## config.mk

```make
export PLATFORM = sky130hd
export DESIGN_NAME = cache_miss_ctrl
export DESIGN_NICKNAME = d
export VERILOG_FILES = /design/src/rtl/cache_miss_ctrl.sv
export SDC_FILE = /design/constraint.sdc
export NUM_CORES = 1
export LEC_CHECK = 0
export ABC_CLOCK_PERIOD_IN_PS = 2500
export CAP_MARGIN = 25
export CORE_MARGIN = 2
export CORE_UTILIZATION = 45
export DETAILED_ROUTE_END_ITERATION = 12
export PLACE_DENSITY_LB_ADDON = 0.15
export SLEW_MARGIN = 15
export SYNTH_ARGS = -nofsm -noshare
export SYNTH_HDL_FRONTEND = slang
export SYNTH_SLANG_ARGS = --single-unit
export TNS_END_PERCENT = 30
```

## constraint.sdc

```tcl
create_clock -name clk -period 2.5 [get_ports clk]
set_input_delay 0.25 -clock clk [delete_from_list [all_inputs] [get_ports clk]]
set_output_delay 0.25 -clock clk [all_outputs]
set_load 0.02 [all_outputs]
```

## src/rtl/cache_miss_ctrl.sv

```systemverilog
// Miss sequencer and main-memory arbiter for the 5-stage pipeline.
// Grants I- and D-cache misses onto one word-wide memory port (D first),
// runs the optional dirty-victim writeback, then the line refill, and
// produces the global pipeline enable 'hit'.
//
// Memory handshake: mem_req stays high for every beat of a burst and the
// beat address/direction are held stable until mem_ack pulses for one cycle.
// A beat completes exactly on the posedge where mem_req=1 and mem_ack=1.
// mem_ack outside a burst is ignored.
module cache_miss_ctrl #(
    parameter int LINE_WORDS = 4,
    parameter int IDX_W      = 2
) (
    input  logic             clk,
    input  logic             rst_n,
    input  logic             imiss,
    input  logic [31:0]      imiss_addr,
    input  logic             dmiss,
    input  logic [31:0]      dmiss_addr,
    input  logic             dvictim_dirty,
    input  logic [31:0]      dvictim_addr,
    output logic             mem_req,
    output logic             mem_we,
    output logic [31:0]      mem_addr,
    input  logic             mem_ack,
    output logic [IDX_W-1:0] word_idx,
    output logic             refill_sel,
    output logic             refill_valid,
    output logic             refill_done,
    output logic             hit,
    output logic [1:0]       dbg_state
);

    localparam logic [1:0] S_IDLE = 2'd0;
    localparam logic [1:0] S_WB   = 2'd1;
    localparam logic [1:0] S_FILL = 2'd2;
    localparam logic [1:0] S_DONE = 2'd3;

    // Clears the word and byte offset bits so a latched address is a line base.
    localparam logic [31:0]      BASE_MASK = ~((32'(LINE_WORDS) << 2) - 32'd1);
    localparam logic [IDX_W-1:0] CNT_LAST  = IDX_W'(LINE_WORDS - 1);

    logic [1:0]       state_q, state_d;
    logic [IDX_W-1:0] cnt_q, cnt_d;
    logic             sel_q, sel_d;
    logic [31:0]      line_base_q, line_base_d;
    logic [31:0]      victim_base_q, victim_base_d;
    logic [31:0]      beat_base;

    // Next-state logic: arbitration in IDLE, beat counting in WB/FILL.
    always_comb begin
        state_d       = state_q;
        cnt_d         = cnt_q;
        sel_d         = sel_q;
        line_base_d   = line_base_q;
        victim_base_d = victim_base_q;
        case (state_q)
            S_IDLE: begin
                // D has priority: its miss belongs to the older instruction.
                if (dmiss) begin
                    sel_d       = 1'b1;
                    cnt_d       = '0;
                    line_base_d = dmiss_addr & BASE_MASK;
                    if (dvictim_dirty) begin
                        victim_base_d = dvictim_addr & BASE_MASK;
                        state_d       = S_WB;
                    end else begin
                        state_d = S_FILL;
                    end
                end else if (imiss) begin
                    sel_d       = 1'b0;
                    cnt_d       = '0;
                    line_base_d = imiss_addr & BASE_MASK;
                    state_d     = S_FILL;
                end
            end
            S_WB: begin
                if (mem_ack) begin
                    cnt_d = cnt_q + 1'b1;
                    if (cnt_q == CNT_LAST) state_d = S_FILL;
                end
            end
            S_FILL: begin
                if (mem_ack) begin
                    cnt_d = cnt_q + 1'b1;
                    if (cnt_q == CNT_LAST) state_d = S_DONE;
                end
            end
            default: begin
                state_d = S_IDLE;
            end
        endcase
    end

    // State registers; reset aborts any burst in progress.
    always_ff @(posedge clk or negedge rst_n) begin
        if (!rst_n) begin
            state_q       <= S_IDLE;
            cnt_q         <= '0;
            sel_q         <= 1'b0;
            line_base_q   <= '0;
            victim_base_q <= '0;
        end else begin
            state_q       <= state_d;
            cnt_q         <= cnt_d;
            sel_q         <= sel_d;
            line_base_q   <= line_base_d;
            victim_base_q <= victim_base_d;
        end
    end

    // Output decode; hit drops in the same cycle a miss appears.
    always_comb begin
        beat_base    = (state_q == S_WB) ? victim_base_q : line_base_q;
        mem_req      = (state_q == S_WB) || (state_q == S_FILL);
        mem_we       = (state_q == S_WB);
        mem_addr     = beat_base + {{(30 - IDX_W){1'b0}}, cnt_q, 2'b00};
        word_idx     = cnt_q;
        refill_sel   = sel_q;
        refill_valid = (state_q == S_FILL) && mem_ack;
        refill_done  = (state_q == S_DONE);
        hit          = rst_n && (state_q == S_IDLE) && !imiss && !dmiss;
        dbg_state    = state_q;
    end

endmodule

```

==> impl_metrics.yaml <==
sta:
  min_period_ns: 2.26
  tns_ns: 0
  fmax_mhz: 442
  finalSetupViolations: 0
  clock_skew_ns: 0.00917
  slew_headroom_pct: 48.1
  fin_crit_sh_pct: 90.6
  drv_slew: 0
  rsz0062_at_grt: "no"
  finalHoldViolations: 0
  holdWs_ns: 0.0840
  tightest_slew_ns: 0.779
logic_synthesis:
  synth_ff_type: "dfrtp_1"
  avgSynthCellArea_um2: 12.0
  synth_edf_count: 0
  synth_cell_types: 26
  syn-instance-count: 256
  yosys-top-cells-count: "dfrtp_1, mux2_2, nand2_1, o21ai_0, mux2i_1"
  synth_top_area_share_pct: 49.7
  synth_most_common_cell: "dfrtp_1"
  ys_seq_area_share_pct: 49.7
  synth.yosys.warnings: 0
  synthesis.area_um2: 3070
  post-synth-top-area-cell: "dfrtp_1"
  ys_top_cells_by_area: "dfrtp_1, mux2_2, mux2i_1"
  async_flop_share_pct: 100
  synth-seq-cells: 61
die:
  coreArea_um2: 6680
  die_h_um: 86.6
  io_pins: 144
  rows: 30
  die_w_um: 86.6
  start_util_pct: 46.0
  die_area_um2: 7500
placement:
  dp_hpwl_mm: 5.06
  gp_congestion: 0.819
  io_buffer_count: 129
  place_area_um2: 4440
global_route:
  grt_max_degree: 62
  grt_pass1_vias: 2364
  grt_usage_pct: 19.5
  grt-ovfl-total: 0
  grt_pass1_wl_mm: 11.2
  antenna_found_initial: 0
clock_network:
  cts_hold_buffers: 0
  cts_tree: "built"
  max-clock-path-buffers: 2
  cts.clk_slew.worst_paths_ns: 0.07
  cts_buffers: 9
  cts_root_buf: "clkbuf_8"
  clkLatencyLatePin_ns: 0.33
  htreeDepth: 3
  cts.sinks: 61
  postCtsSetupRepairBufs: 0
worst_setup_path:
  slowest_stage: "dfrtp_1"
  cp_max_fo: 15
  slowest_delay_ns: 0.44
  crit_chain: "inv_1, ha_2, buf_12, mux2_2, dlygate4sd2_1"
  setup.worst_path.class: "register to output port"
  startpoint_type: "register"
  crit_path_end_kind: "output port"
  r2r_cells: 5
  required_ns: 2.25
  arrival_ns: 2.01
hold_path:
  hp-class: "input pin to asynchronous set/reset pin"
status:
  status: "completed"
routing:
  vias: 2376
  viasPerCell: 5.08
  detail_route.wl_per_cell_um: 15.0
  ant_nets: 0
  wl_mm: 7.01
  drcViolationCount: 0
  dr.pass1.iters: 4
  dr.first_iter.drc_count: 49
flow_run:
  drv_cap: 0
finish:
  drive_gt1_share_pct: 21.6
  fill_cells: 534
  layout.nets: 492
  utilization_pct: 70.4
  design_area_um2: 4700
  synthToLayoutAreaGrowth_pct: 53.1
  num_antenna_cells: 0
power_and_ir_drop:
  power_density_nw_per_um2: 1150
  p_leak_uw: 0.00232
  ir_drop_v: 0.000603
[state kept, by name, summed over array words and instances, names as in the netlist]
register,cells
refill_sel,1
word_idx,2
line_base_q,28
dbg_state,2
victim_base_q,28
[stage by stage]
step	instances	total power (uW)	setup slack [ns]
2_1_floorplan	257	3440	0.456
3_3_place_gp	453	4580	0.338
3_5_place_dp	453	4660	0.321
4_1_cts	468	5540	0.00158
5_1_grt	468	5790	0.124
6_report	468	5410	0.236
[kinds of logic after synthesis]
kind of cell | after synthesis | share of synthesized area [%]
other cells | 1 | 0.122
simple gates | 41 | 6.28
flops | 61 | 49.7
buf+inv | 23 | 4.52
fa+ha+maj | 6 | 2.44
compound gates | 40 | 7.25
mux | 84 | 29.7
[layout make-up]
| type | count | area (um^2) | share of cell area, % |
|---|---|---|---|
| clock buffer | 11 | 151 | 3.22 |
| sequential | 61 | 1530 | 32.5 |
| timing repair buffer | 136 | 1440 | 30.7 |
| clock inverter | 4 | 47.5 | 1.01 |
| tap | 80 | 100 | 2.13 |
| multi-input combinational | 173 | 1420 | 30.3 |
| inverter | 3 | 11.3 | 0.239 |
[worst max-delay path, delay by kind of cell (launching register included)]
kind	cells	cell delay [ns]
mux	1	0.33
buf+inv	3	0.65
flops	1	0.44
fa+ha+maj	1	0.26
[layer usage]
layer	wire length (um)	GRT usage [%]	vias up
met1	3090	23.9	1129
met5	0	0	-
met3	542	7.71	4
met4	39	5.54	0
met2	3340	31.9	87
li1	-	-	1156
[what timing repair did]
item                                   CTS  global route
gates resized for setup                  4            25
setup endpoints to repair               28            25
endpoints found under the hold margin    0             0
[worst paths after layout]
check,start,end,slack [ns]
setup / recovery,dbg_state[1]$_DFFE_PN0P_,mem_addr[11],0.24
hold / removal,rst_n,word_idx[1]$_DFFE_PN0P_,0.08
setup reg to reg,dbg_state[1]$_DFFE_PN0P_,victim_base_q[26]$_DFFE_PN0P_,0.65
hold reg to reg,line_base_q[19]$_DFFE_PN0P_,line_base_q[19]$_DFFE_PN0P_,0.47
max in group asynchronous,rst_n,victim_base_q[29]$_DFFE_PN0P_,1.88
min in group clk,line_base_q[19]$_DFFE_PN0P_,line_base_q[19]$_DFFE_PN0P_,0.47
[cell usage in the layout (no fill, tap or decap)]
master           count
mux2i_1             28
a22o_1               3
buf_2                2
nand3_2              1
clkinvlp_4           1
o21ai_0             31
ha_1                 5
clkinv_2             2
o22ai_1              1
inv_1                3
bufinv_16            1
dlygate4sd2_1        3
nor3b_4              1
clkdlybuf4s50_1     99
dfrtp_1             61
a2bb2oi_1            1
nand2_1             32
nor3_1               1
buf_12               4
o21ai_4              1
o21bai_1             1
buf_4                3
mux2_2              56
or4_1                2
and2_1               1
conb_1               2
a21oi_1              1
o41ai_1              1
clkbuf_8            11
nand2b_1             2
nand3_1              1
dlymetal6s2s_1      25
ha_2                 1
[report_power, final]
part / switching, uW / internal [uW]
registers: 246 / 1480
logic: 1330 / 1470
clock network: 375 / 506
Power figures use the tool's default switching activity.
